**src/rtl/config_pkg.sv**
```systemverilog
// Shared configuration for the ULX3S button conditioner: repeat-FSM states
// and default timing constants derived from the board clock.
package config_pkg;

  localparam int ClkFreqHz = 25_000_000;

  // 10 ms debounce, 0.5 s until the first repeat, then 10 repeats per second.
  localparam int BtnDebounceCycles     = ClkFreqHz / 100;
  localparam int BtnRepeatDelayCycles  = ClkFreqHz / 2;
  localparam int BtnRepeatPeriodCycles = ClkFreqHz / 10;

  typedef enum logic [1:0] {
    StIdle   = 2'd0,
    StDelay  = 2'd1,
    StRepeat = 2'd2
  } btn_state_e;

endpackage

```
**src/rtl/btn_channel.sv**
```systemverilog
// One button channel: synchroniser, debounce counter, autorepeat FSM and
// registered press/release pulses.
module btn_channel
  import config_pkg::*;
#(
  parameter int SyncStages         = 2,
  parameter int DebounceCycles     = BtnDebounceCycles,
  parameter int RepeatDelayCycles  = BtnRepeatDelayCycles,
  parameter int RepeatPeriodCycles = BtnRepeatPeriodCycles
) (
  input  logic i_clk,
  input  logic i_rst_n,
  input  logic i_btn,
  input  logic i_repeat_en,
  output logic o_level,
  output logic o_press,
  output logic o_release
);

  localparam int DbCntW       = $clog2(DebounceCycles + 1);
  localparam int RptMaxCycles = (RepeatDelayCycles > RepeatPeriodCycles) ?
                                RepeatDelayCycles : RepeatPeriodCycles;
  localparam int RptCntW      = $clog2(RptMaxCycles + 1);

  localparam logic [DbCntW-1:0]  DbLast     = DbCntW'(DebounceCycles - 1);
  localparam logic [DbCntW-1:0]  DbMax      = '1;
  localparam logic [RptCntW-1:0] DelayLast  = RptCntW'(RepeatDelayCycles - 1);
  localparam logic [RptCntW-1:0] PeriodLast = RptCntW'(RepeatPeriodCycles - 1);
  localparam logic [RptCntW-1:0] RptMax     = '1;

  logic [SyncStages-1:0] r_sync;
  logic [DbCntW-1:0]     r_dbCnt;
  logic                  r_level;
  logic                  r_press;
  logic                  r_release;
  btn_state_e            r_state;
  btn_state_e            w_stateNext;
  logic [RptCntW-1:0]    r_rptCnt;
  logic [RptCntW-1:0]    w_rptCntNext;
  logic                  w_rptPulse;
  logic                  w_synced;
  logic                  w_mismatch;
  logic                  w_accept;
  logic                  w_rise;
  logic                  w_fall;

  assign w_synced   = r_sync[SyncStages-1];
  assign w_mismatch = w_synced ^ r_level;
  assign w_accept   = w_mismatch && (r_dbCnt == DbLast);
  assign w_rise     = w_accept & ~r_level;
  assign w_fall     = w_accept & r_level;

  // Shift the raw pin through the metastability chain.
  always_ff @(posedge i_clk or negedge i_rst_n) begin
    if (!i_rst_n) r_sync <= '0;
    else          r_sync <= {r_sync[SyncStages-2:0], i_btn};
  end

  // Count consecutive disagreeing cycles and flip the level once stable long enough.
  always_ff @(posedge i_clk or negedge i_rst_n) begin
    if (!i_rst_n) begin
      r_dbCnt <= '0;
      r_level <= 1'b0;
    end else begin
      r_level <= r_level ^ w_accept;
      if (!w_mismatch || w_accept) r_dbCnt <= '0;
      else if (r_dbCnt != DbMax)   r_dbCnt <= r_dbCnt + 1'b1;
    end
  end

  // Repeat FSM state and counter registers.
  always_ff @(posedge i_clk or negedge i_rst_n) begin
    if (!i_rst_n) begin
      r_state  <= StIdle;
      r_rptCnt <= '0;
    end else begin
      r_state  <= w_stateNext;
      r_rptCnt <= w_rptCntNext;
    end
  end

  // Repeat FSM next state; a falling level or disabled repeat aborts without a pulse.
  always_comb begin
    w_stateNext  = r_state;
    w_rptCntNext = r_rptCnt;
    w_rptPulse   = 1'b0;
    case (r_state)
      StIdle: begin
        if (w_rise && i_repeat_en) begin
          w_stateNext  = StDelay;
          w_rptCntNext = '0;
        end
      end
      StDelay: begin
        if (r_rptCnt == DelayLast) begin
          w_rptPulse   = 1'b1;
          w_stateNext  = StRepeat;
          w_rptCntNext = '0;
        end else if (r_rptCnt != RptMax) begin
          w_rptCntNext = r_rptCnt + 1'b1;
        end
      end
      StRepeat: begin
        if (r_rptCnt == PeriodLast) begin
          w_rptPulse   = 1'b1;
          w_rptCntNext = '0;
        end else if (r_rptCnt != RptMax) begin
          w_rptCntNext = r_rptCnt + 1'b1;
        end
      end
      default: begin
        w_stateNext  = StIdle;
        w_rptCntNext = '0;
      end
    endcase
    if ((r_state != StIdle) && (!i_repeat_en || w_fall)) begin
      w_stateNext  = StIdle;
      w_rptCntNext = '0;
      w_rptPulse   = 1'b0;
    end
  end

  // Register the press/release pulses so they line up with the level change.
  always_ff @(posedge i_clk or negedge i_rst_n) begin
    if (!i_rst_n) begin
      r_press   <= 1'b0;
      r_release <= 1'b0;
    end else begin
      r_press   <= w_rise | w_rptPulse;
      r_release <= w_fall;
    end
  end

  assign o_level   = r_level;
  assign o_press   = r_press;
  assign o_release = r_release;

endmodule

```
**src/rtl/ulx3s_input_conditioner.sv**
```systemverilog
// ULX3S push-button conditioner: polarity fix-up and one btn_channel per pin.
module ulx3s_input_conditioner
  import config_pkg::*;
#(
  parameter int                    NumChannels        = 4,
  parameter int                    SyncStages         = 2,
  parameter int                    DebounceCycles     = BtnDebounceCycles,
  parameter int                    RepeatDelayCycles  = BtnRepeatDelayCycles,
  parameter int                    RepeatPeriodCycles = BtnRepeatPeriodCycles,
  parameter logic [NumChannels-1:0] InvertMask        = '0
) (
  input  logic                   clk_i,
  input  logic                   rst_ni,
  input  logic [NumChannels-1:0] btn_i,
  input  logic [NumChannels-1:0] repeat_en_i,
  output logic [NumChannels-1:0] level_o,
  output logic [NumChannels-1:0] press_o,
  output logic [NumChannels-1:0] release_o
);

  if (NumChannels < 1)        $error("NumChannels must be at least 1");
  if (SyncStages < 2)         $error("SyncStages must be at least 2");
  if (DebounceCycles < 1)     $error("DebounceCycles must be at least 1");
  if (RepeatDelayCycles < 1)  $error("RepeatDelayCycles must be at least 1");
  if (RepeatPeriodCycles < 1) $error("RepeatPeriodCycles must be at least 1");

  logic [NumChannels-1:0] w_btnActive;

  assign w_btnActive = btn_i ^ InvertMask;

  for (genvar g = 0; g < NumChannels; g++) begin : gen_channel
    btn_channel #(
      .SyncStages        (SyncStages),
      .DebounceCycles    (DebounceCycles),
      .RepeatDelayCycles (RepeatDelayCycles),
      .RepeatPeriodCycles(RepeatPeriodCycles)
    ) u_channel (
      .i_clk      (clk_i),
      .i_rst_n    (rst_ni),
      .i_btn      (w_btnActive[g]),
      .i_repeat_en(repeat_en_i[g]),
      .o_level    (level_o[g]),
      .o_press    (press_o[g]),
      .o_release  (release_o[g])
    );
  end

endmodule
```
**config.mk**
```make
export PLATFORM = sky130hd
export DESIGN_NAME = ulx3s_input_conditioner
export DESIGN_NICKNAME = d
export VERILOG_FILES = /design/src/rtl/config_pkg.sv /design/src/rtl/btn_channel.sv /design/src/rtl/ulx3s_input_conditioner.sv
export SDC_FILE = /design/constraint.sdc
export NUM_CORES = 1
export LEC_CHECK = 0
export ABC_AREA = 0
export BUFFER_PORTS_ARGS = -buffer_cell sky130_fd_sc_hd__buf_2
export CAP_MARGIN = 20
export CORE_MARGIN = 2
export CORE_UTILIZATION = 45
export DETAILED_ROUTE_END_ITERATION = 12
export PLACE_DENSITY = 0.72
export SETUP_SLACK_MARGIN = 0.2
export SLEW_MARGIN = 20
export SYNTH_ARGS = -nofsm -noshare
export SYNTH_HDL_FRONTEND = slang
export SYNTH_SLANG_ARGS = --single-unit
```
**constraint.sdc**
```tcl
create_clock -name clk_i -period 7.8 [get_ports clk_i]
set_clock_uncertainty 0.05 [all_clocks]
set_input_delay 0 -clock clk_i [delete_from_list [all_inputs] [get_ports clk_i]]
set_output_delay 0 -clock clk_i [all_outputs]
set_load 0.01 [all_outputs]
```
==> results of run 1 <==
## area by class of cell
| type | instances | area share |
|---|---|---|
| Timing Repair Buffer | 41 | 0.0230 |
| Inverter | 44 | 0.0133 |
| Clock inverter | 14 | 0.0136 |
| Sequential cell | 196 | 0.394 |
| Tap cell | 330 | 0.0332 |
| Multi-Input combinational cell | 973 | 0.489 |
| Clock buffer | 17 | 0.0342 |
## kinds of logic after synthesis
family / after synthesis / synth area share
adder cells (fa/ha/maj): 28 / 0.0308
buffers and inverters: 96 / 0.0376
XOR/XNOR: 76 / 0.0585
AND/OR/NAND/NOR: 640 / 0.300
AO/OA/AOI/OAI: 210 / 0.125
multiplexers: 19 / 0.0175
flip-flops: 196 / 0.431
## cells in the final DEF (no fill, tap or decap), types with 12 or more instances in the layout
cell,instances
and3_1,18
inv_1,44
ha_1,28
dfrtp_1,196
or3_1,25
and4_1,17
clkbuf_16,17
nor2_1,157
xnor2_1,57
nand4_1,61
a21oi_1,39
nand3_1,67
a21o_1,16
o21ai_0,55
a22o_1,18
nor4_1,38
buf_2,20
xor2_1,19
mux2i_1,12
nor3_1,44
nand2_1,107
## how the worst min path moves through the flow
stage / startpoint / cells past startpoint / slack (ns) / end
after floorplan: rst_ni / 0 / -0.35 / asynchronous set/reset pin
after global placement: rst_ni / 1 / 0.03 / gen_channel[0].u_channel.r_rptCnt[23]$_DFFE_PN0P_
after detailed placement: rst_ni / 1 / 0.03 / gen_channel[0].u_channel.r_rptCnt[21]$_DFFE_PN0P_
after CTS: rst_ni / 2 / 0.12 / gen_channel[0].u_channel.r_rptCnt[21]$_DFFE_PN0P_
after global routing: btn_i[2] / 2 / 0.13 / gen_channel[2].u_channel.r_sync[0]$_DFF_PN0_
final: rst_ni / 2 / 0.1 / gen_channel[0].u_channel.r_rptCnt[21]$_DFFE_PN0P_
## registers in the layout, summed over array words and instances (netlist names), named ones only
name                             cells
gen_channel.u_channel.r_sync         8
gen_channel.u_channel.o_release      4
gen_channel.u_channel.r_state        8
gen_channel.u_channel.o_press        4
gen_channel.u_channel.r_rptCnt      96
gen_channel.u_channel.r_dbCnt       72
## per-layer routing
metal,part of all wire,vias up,wire [um]
li1,-,4681,-
met2,0.47,185,11000
met4,0.015,0,356
met1,0.48,4495,11300
met3,0.038,30,889
met5,0,-,0
## per-stage QoR
stage          hold slack [ns]   util  setup WS, ns  cell area, sq um
2_1_floorplan           -0.346      -          5.29             11400
3_3_place_gp            0.0300  0.469          4.66             11700
3_5_place_dp            0.0280  0.469          4.61             11700
4_1_cts                  0.120  0.497          4.62             12400
5_1_grt                  0.134  0.497          4.45             12500
6_report                0.0998  0.497          4.63             12500
## power by group
group / total [mW] / switching [mW] / internal, mW / leakage [nW]
clock network: 0.899 / 0.416 / 0.482 / 0.288
registers: 1.03 / 0.00710 / 1.02 / 2.71
logic: 0.0457 / 0.0333 / 0.0124 / 1.92
==> run_results.csv, run 1 <==
group,metric,value,unit
run_status,status,"finished clean",
clock_tree,clock_latency,0.45,ns
worst_setup_path,cpPeakStageDelay,0.80,ns
worst_setup_path,crit_buf_inv,0,
worst_setup_path,path_class,"flop to flop",
timing,slew_headroom,0.360,
worst_setup_path,endpoint,"gen_channel[3].u_channel.r_rptCnt[18]$_DFFE_PN0P_",
logic_synthesis,seq_area_frac_synth,0.431,
clock_tree,root_buffer,"clkbuf_16",
logic_synthesis,yosys.area.top_type,"dfrtp_1",
global_routing,overflow,0,
logic_synthesis,synth-edff-count,0,
worst_hold_path,hp-class,"input pin to asynchronous set/reset pin",
logic_synthesis,synth-seq-cells,196,
clock_tree,cts_tree,"built",
worst_setup_path,critPathLaunchType,"flop",
logic_synthesis,avgSynthCellArea,9.00,sq um
clock_tree,cts.sinks,196,
die,start_util,0.455,
worst_setup_path,arrival,3.49,ns
power_and_ir_drop,power.density,158,nW/um^2
worst_setup_path,slowest_stage,"nor2_1",
clock_tree,cts_buffers,17,
placed_design,hpwl,15.8,mm
logic_synthesis,ys_warn_count,0,
logic_synthesis,synth_top_area_share,0.431,
die,row_count,58,
final_layout,num_antenna_cells,0,
route,drt-total-wl,23.5,mm
power_and_ir_drop,vdd_drop_max,0.149,mV
final_layout,multi_input_area,6090,sq um
placed_design,io_buffers,21,
placed_design,post-place-cells,1575,
logic_synthesis,synthArstFlopShare,1.00,
clock_tree,clockBufferDepth,2,
worst_setup_path,r2r_start,"gen_channel[3].u_channel.r_dbCnt[13]$_DFFE_PN0P_",
die,io_pins,22,
worst_setup_path,path_delay_family,"simple AND/OR/NAND/NOR gates",
timing,rsz0062_at_grt,"false",
global_routing,met3_usage,0.0287,
timing,hold_viol_final,0,
final_layout,fin_cells,1615,
timing,fin_setup_tns,0,ns
timing,tightest_slew,0.959,ns
global_routing,globalRoute.busiestLayer,"met2",
logic_synthesis,synth_cell_types,76,
worst_setup_path,path_max_fanout,24,
global_routing,grt_pass1_vias,8944,
route,viasPerCell,5.81,
final_layout,drive_gt1_frac,0.0724,
global_routing,antenna_found_initial,0,
clock_tree,cts_setup_buffers,0,
final_layout,fill_cells,2313,
clock_tree,hold_buffers,9,
timing,finalMaxSlewViolations,0,
route,drcViolationCount,0,
worst_setup_path,reg2reg_depth,5,
worst_setup_path,path_cells,"or4b_1, or4_4, o31a_1, nor2_1, a22o_1",
timing,min_period,3.17,ns
power_and_ir_drop,p_total,1.97,mW
route,first_pass_iters,5,
timing,fmaxAchievable,0.315,GHz
final_layout,layout.nets,1311,
timing,setup_viol,0,
power_and_ir_drop,leakagePower,4.92,nW
global_routing,grt_use_met2,0.308,
worst_setup_path,rrSetupSlack,4.63,ns
route,wl_per_cell,14.6,um
logic_synthesis,synth-main-ff-cell,"dfrtp_1",
logic_synthesis,synth_area_leaders,"dfrtp_1, nor2_1, xnor2_1",
clock_tree,cts_htree_levels,4,
final_layout,regArea,4900,sq um
die,die-area,26600,sq um
logic_synthesis,synth_area,11400,sq um
die,die_h,163,um
logic_synthesis,synthCells,1265,
logic_synthesis,synth_commonest_cells,"dfrtp_1, nor2_1, nand2_1",
worst_setup_path,reg2reg_to,"gen_channel[3].u_channel.r_rptCnt[18]$_DFFE_PN0P_",
placed_design,place_congestion,0.877,
global_routing,grt_pass1_wl,41.7,mm
global_routing,grt_max_degree,80,
clock_tree,clkTransAtPathRegs,0.08,ns
worst_setup_path,cp.required,8.12,ns
logic_synthesis,synth_nets,1303,
route,dr_total_vias,9391,
global_routing,met1_usage,0.255,
final_layout,area_growth,9.37,%
global_routing,gr-usage-all-layers,0.186,
route,ant_nets,0,
worst_setup_path,crit_path_end_kind,"flop",
clock_tree,cts_resized,0,
worst_setup_path,critPathLaunch,"gen_channel[3].u_channel.r_dbCnt[13]$_DFFE_PN0P_",
logic_synthesis,yosysMostFrequentCell,"dfrtp_1",
worst_setup_path,worst-path-stages,5,
job,drv_cap,0,
die,die_x,163,um
route,drtIter0Drc,572,
timing,fin_crit_sh,0.407,
die,coreArea,25000,sq um
Power figures use the tool's default switching activity.
==> inputs of run 2 (changes only) <==
- clock period: 7.8 -> 3.15 ns (I/O delays scaled with it)
==> run 2 against run 1 <==
- fmax increased by 15%
- final cell count increased by 1.2%
- sequential power increased by 150%
- via count increased by 0.97%
- worst setup slack got worse by 4.2 ns
- design area increased by 1.5%
- utilization increased by 0.72 points
- non-clock buffer count increased by 19
- count of clock-buffer cells in the layout increased by 2
- critical path type unchanged
- sequential share of layout area decreased by 0.57 points
- global-route usage increased by 0.19 points
- combinational power increased to 2.6 times the previous value
==> run_results.csv, run 2 (synthesis gave the netlist of run 1 again) <==
group,metric,value,unit
timing,fin_crit_sh,0.879,
placed_design,dp_slack,0.299,ns
final_layout,reg_top3,"gen_channel.u_channel.r_rptCnt (96), gen_channel.u_channel.r_dbCnt (72)",
route,ant_nets,0,
final_layout,max_flop_register,"gen_channel.u_channel.r_rptCnt",
worst_setup_path,slowest_stage,"o41a_4",
job,drv_cap,0,
global_routing,gr-usage-all-layers,0.188,
placed_design,placed_area,11900,sq um
final_layout,fin_cells,1635,
route,route.met3.wl,691,um
route,viasPerCell,5.80,
worst_setup_path,crit_buf_inv,1,
global_routing,antenna_found_initial,0,
worst_setup_path,path_cells,"ha_1, nand3_2, or3_1, o41a_4, buf_4, nor4_1, xnor2_1, nor2_1",
route,drtIter0Drc,683,
clock_tree,cts_tree,"built",
route,drcViolationCount,0,
global_routing,grt_max_degree,97,
timing,finalMaxSlewViolations,0,
die,die-area,26600,sq um
clock_tree,cts_setup_buffers,0,
clock_tree,clkTransAtPathRegs,0.08,ns
clock_tree,clock_latency,0.44,ns
die,die_h,163,um
timing,setup_viol,0,
timing,fin_setup_tns,0,ns
power_and_ir_drop,vdd_drop_max,0.316,mV
route,wl_met2,11.5,mm
final_layout,mostFrequentLayoutCells,"dfrtp_1, nor2_1, nand2_1, nand3_1, nand4_1",
placed_design,post-place-cells,1594,
worst_setup_path,cp.required,3.41,ns
worst_setup_path,crit_path_end_kind,"flop",
route,first_pass_iters,5,
final_layout,fill_cells,2303,
die,start_util,0.455,
worst_setup_path,path_max_fanout,14,
route,drt-total-wl,24.1,mm
placed_design,place_congestion,0.868,
clock_tree,cts_htree_levels,4,
power_and_ir_drop,leakagePower,5.02,nW
worst_setup_path,cpPeakStageDelay,0.58,ns
route,wl_per_cell,14.8,um
route,wl_met1,11.7,mm
final_layout,final_common_cell,"dfrtp_1",
timing,min_period,2.77,ns
timing,tightest_slew,0.790,ns
timing,fmaxAchievable,0.361,GHz
final_layout,layout.nets,1330,
worst_setup_path,arrival,3.03,ns
worst_setup_path,path_class,"flop to flop",
route,dr_total_vias,9482,
worst_setup_path,critPathLaunchType,"flop",
timing,rsz0062_at_grt,"true",
die,coreArea,25000,sq um
timing,slew_headroom,0.473,
placed_design,hpwl,16.4,mm
die,row_count,58,
timing,hold_viol_final,0,
timing,setup_slack,0.383,ns
global_routing,overflow,0,
final_layout,utilization,0.505,
worst_hold_path,hp-class,"input pin to flop",
worst_setup_path,path_delay_family,"simple AND/OR/NAND/NOR gates",
clock_tree,cts_buffers,17,
final_layout,largest_reg_flops,96,
placed_design,io_buffers,21,
route,top_layer_used,"met4",
die,die_x,163,um
die,io_pins,22,
run_status,status,"finished clean",
final_layout,num_antenna_cells,0,
final_layout,design_area,12600,sq um
final_layout,area_growth,11.0,%
global_routing,grt_pass1_vias,9042,
clock_tree,clockBufferDepth,2,
final_layout,drive_gt1_frac,0.0866,
clock_tree,cts.sinks,196,
clock_tree,root_buffer,"clkbuf_16",
power_and_ir_drop,power.density,388,nW/um^2
global_routing,grt_pass1_wl,42.2,mm
## run 2: area by class of cell
type | instances | area, sq um | area share
clock inverter | 13 | 164 | 0.0130
clock buffer | 19 | 453 | 0.0358
multi-input combinational | 973 | 6080 | 0.481
sequential | 196 | 4900 | 0.388
inverter | 44 | 165 | 0.0131
tap | 330 | 413 | 0.0327
timing repair buffer | 60 | 454 | 0.0359
## run 2: worst paths after layout
check | from | endpoint | slack, ns | cells after the start
worst max-delay path | gen_channel[0].u_channel.r_dbCnt[0]$_DFFE_PN0P_ | gen_channel[0].u_channel.r_rptCnt[10]$_DFFE_PN0P_ | 0.38 | 8
worst min-delay path | btn_i[0] | gen_channel[0].u_channel.r_sync[0]$_DFF_PN0_ | 0.15 | 2
worst max register to register | gen_channel[0].u_channel.r_dbCnt[0]$_DFFE_PN0P_ | gen_channel[0].u_channel.r_rptCnt[10]$_DFFE_PN0P_ | 0.38 | 8
worst min register to register | gen_channel[1].u_channel.r_sync[0]$_DFF_PN0_ | gen_channel[1].u_channel.r_sync[1]$_DFF_PN0_ | 0.29 | 0
max in group asynchronous | rst_ni | gen_channel[3].u_channel.r_sync[1]$_DFF_PN0_ | 2.14 | 3
min in group asynchronous | rst_ni | gen_channel[0].u_channel.r_rptCnt[16]$_DFFE_PN0P_ | 0.17 | 2
## run 2: through the flow
step	power, mW	hold slack (ns)
after floorplan	2.63	-0.346
after global placement	2.71	0.0584
after detailed placement	2.71	0.0594
after CTS	4.98	0.131
after global routing	5.10	0.139
final	4.91	0.152
## run 2: per-layer routing
layer / vias up / track usage
met1: 4613 / 0.256
li1: 4690 / -
met3: 24 / 0.0289
met4: 0 / 0.0519
met5: - / 0
met2: 155 / 0.314
## run 2: what timing repair did
action | 4_1_cts | 5_1_grt
resized for setup | 0 | 5
hold buffers | 9 | 0
endpoints found under the hold margin | 103 | 0
setup endpoints to repair | 0 | 36
## run 2: power breakdown
| group | switching [mW] | leakage (nW) | internal, mW | total (mW) |
|---|---|---|---|---|
| sequential | 0.0177 | 2.71 | 2.53 | 2.55 |
| clock | 1.06 | 0.299 | 1.18 | 2.24 |
| combinational | 0.0827 | 2.01 | 0.0349 | 0.118 |
==> inputs of run 3 (changes only) <==
- CELL_PAD_IN_SITES_DETAIL_PLACEMENT: default -> 0
- CELL_PAD_IN_SITES_GLOBAL_PLACEMENT: default -> 2
- CORE_UTILIZATION: 45 -> 40
- PLACE_DENSITY: 0.72 -> 0.92
==> run 3 against run 2 <==
- combinational power about the same
- fmax decreased by 0.14%
- via count decreased by 1.3%
- critical path depth decreased by 1
- global-route usage decreased by 1.4 points
- register-to-register slack about the same
- sequential share of layout area decreased by 0.12 points
==> run_results.csv, run 3 (synthesis gave the netlist of run 1 again) <==
group,metric,value,unit
clock_tree,clock_latency,0.45,ns
route,wl_per_cell,15.0,um
worst_setup_path,critPathLaunchType,"flop",
die,row_count,61,
clock_tree,cts_setup_buffers,0,
worst_setup_path,path_class,"flop to flop",
worst_setup_path,cp.required,3.43,ns
worst_hold_path,hold_end,"gen_channel[1].u_channel.r_sync[0]$_DFF_PN0_",
power_and_ir_drop,leakagePower,5.03,nW
final_layout,fin_cells,1687,
power_and_ir_drop,intPower,3.62,mW
route,drt-total-wl,25.3,mm
worst_hold_path,hp-start,"btn_i[1]",
die,die_x,173,um
route,drtIter0Drc,501,
timing,min_period,2.77,ns
job,drv_cap,0,
placed_design,io_buffers,21,
final_layout,fill_cells,2776,
clock_tree,clkTransAtPathRegs,0.08,ns
worst_setup_path,rrSetupSlack,0.38,ns
worst_setup_path,crit_path_end_kind,"flop",
worst_setup_path,r2r_start,"gen_channel[3].u_channel.r_dbCnt[13]$_DFFE_PN0P_",
global_routing,antenna_found_initial,0,
die,io_pins,22,
final_layout,drive_gt1_frac,0.0886,
route,dr_total_vias,9361,
power_and_ir_drop,p_sw_frac,0.246,
power_and_ir_drop,comb_power_share,0.025,
timing,fmaxAchievable,0.361,GHz
worst_hold_path,hold_depth,2,
placed_design,post-place-cells,1646,
timing,fin_crit_sh,0.880,
final_layout,multi_input_area,6080,sq um
worst_setup_path,crit_top_cell,"o21ai_0",
worst_setup_path,slowest_stage,"or4b_1",
global_routing,gr-usage-all-layers,0.174,
power_and_ir_drop,p_clk_frac,0.444,
route,drcViolationCount,0,
final_layout,max_flop_register,"gen_channel.u_channel.r_rptCnt",
power_and_ir_drop,seqPwrFrac,0.531,
final_layout,largest_reg_flops,96,
clock_tree,cts_htree_levels,4,
timing,tightest_slew,0.981,ns
final_layout,num_antenna_cells,0,
timing,slew_headroom,0.346,
timing,rsz0062_at_grt,"false",
power_and_ir_drop,switching_power,1.18,mW
die,coreArea,27900,sq um
timing,fin_setup_tns,0,ns
worst_setup_path,reg2reg_depth,7,
route,viasPerCell,5.55,
final_layout,area_growth,11.3,%
placed_design,hpwl,17.3,mm
power_and_ir_drop,power.density,379,nW/um^2
timing,finalMaxSlewViolations,0,
clock_tree,cts.sinks,196,
die,die_h,173,um
final_layout,mostFrequentLayoutCells,"dfrtp_1, nor2_1, nand2_1, nand3_1, nand4_1",
clock_tree,clockBufferDepth,2,
clock_tree,cts_tree,"built",
power_and_ir_drop,p_total,4.80,mW
worst_setup_path,cpPeakStageDelay,0.52,ns
timing,setup_viol,0,
worst_setup_path,crit_buf_inv,1,
final_layout,regArea,4900,sq um
die,start_util,0.408,
route,first_pass_iters,6,
worst_setup_path,path_delay_family,"compound AO/OA/AOI/OAI gates",
global_routing,grt_max_degree,111,
die,die-area,29800,sq um
run_status,status,"finished clean",
worst_setup_path,path_cells,"or4b_1, or4_4, o21ai_0, a21o_1, buf_4, o21ai_0, a22o_1",
global_routing,grt_pass1_wl,44.1,mm
worst_setup_path,arrival,3.05,ns
final_layout,utilization,0.454,
timing,hold_viol_final,0,
route,ant_nets,0,
global_routing,grt_pass1_vias,9014,
final_layout,final_common_cell,"dfrtp_1",
final_layout,reg_top3,"gen_channel.u_channel.r_rptCnt (96), gen_channel.u_channel.r_dbCnt (72)",
worst_hold_path,hp-class,"input pin to flop",
worst_setup_path,path_max_fanout,6,
clock_tree,cts_buffers,17,
worst_setup_path,reg2reg_to,"gen_channel[3].u_channel.r_rptCnt[14]$_DFFE_PN0P_",
global_routing,overflow,0,
clock_tree,root_buffer,"clkbuf_16",
power_and_ir_drop,vdd_drop_max,0.331,mV
placed_design,place_congestion,0.797,
final_layout,layout.nets,1334,
## run 3: cell count changes in the layout (fill, tap and decap cells not counted), sizes merged
cell and delta:
buf +4, bufinv -1, clkbuf -2, clkinv +2, inv +1
## run 3: worst register-to-register path, delay by kind of cell, from the launching register on
family	cells	cell delay [ns]
AND/OR/NAND/NOR	2	0.96
AO/OA/AOI/OAI	4	1.01
flip-flops	1	0.42
buffers and inverters	1	0.20
## run 3: cell type report
| cell class | instances | area share |
|---|---|---|
| clock buffers | 17 | 0.0336 |
| clock inverters | 15 | 0.0114 |
| inverters | 44 | 0.0130 |
| multi-input cells | 973 | 0.480 |
| flip-flops and latches | 196 | 0.387 |
| well taps | 378 | 0.0373 |
| repair buffers | 64 | 0.0382 |
## run 3: worst max path at each step
stage | startpoint | endpoint | slack (ns) | cells past startpoint
after floorplan | gen_channel[0].u_channel.r_dbCnt[0]$_DFFE_PN0P_ | gen_channel[0].u_channel.r_rptCnt[20]$_DFFE_PN0P_ | 0.64 | 9
after global placement | gen_channel[0].u_channel.r_dbCnt[0]$_DFFE_PN0P_ | gen_channel[0].u_channel.r_rptCnt[12]$_DFFE_PN0P_ | 0.38 | 8
after detailed placement | gen_channel[3].u_channel.r_dbCnt[13]$_DFFE_PN0P_ | gen_channel[3].u_channel.r_rptCnt[23]$_DFFE_PN0P_ | 0.34 | 5
after CTS | gen_channel[3].u_channel.r_dbCnt[13]$_DFFE_PN0P_ | gen_channel[3].u_channel.r_rptCnt[23]$_DFFE_PN0P_ | 0.32 | 5
after global routing | gen_channel[2].u_channel.r_rptCnt[1]$_DFFE_PN0P_ | gen_channel[2].u_channel.r_rptCnt[2]$_DFFE_PN0P_ | 0.24 | 9
final | gen_channel[3].u_channel.r_dbCnt[13]$_DFFE_PN0P_ | gen_channel[3].u_channel.r_rptCnt[14]$_DFFE_PN0P_ | 0.38 | 7
## run 3: stage by stage
stage	instance area [sq um]	hold WS, ns	setup WS, ns
after floorplan	11400	-0.346	0.640
after global placement	12000	0.0588	0.375
after detailed placement	12000	0.0593	0.339
after CTS	12700	0.122	0.325
after global routing	12700	0.124	0.240
final	12700	0.138	0.379
## run 3: what timing repair did
action | 4_1_cts | 5_1_grt
hold endpoints to repair | 117 | 0
gates resized for setup | 0 | 3
hold buffers | 9 | 0
setup endpoints to repair | 0 | 5
## run 3: power by group through the flow
stage	logic (mW)	clock network, mW	registers (mW)
after global placement	0.118	0	2.60
after CTS	0.127	2.21	2.55
after detailed placement	0.117	0	2.60
after global routing	0.142	2.30	2.55
after floorplan	0.0379	0	2.60
final	0.120	2.13	2.55
## run 3: routing by layer
layer / GRT usage / part of all wire / vias up
met1: 0.245 / 0.50 / 4523
met5: 0 / 0 / -
met2: 0.279 / 0.46 / 113
li1: - / - / 4708
met3: 0.0279 / 0.026 / 17
met4: 0.0463 / 0.012 / 0
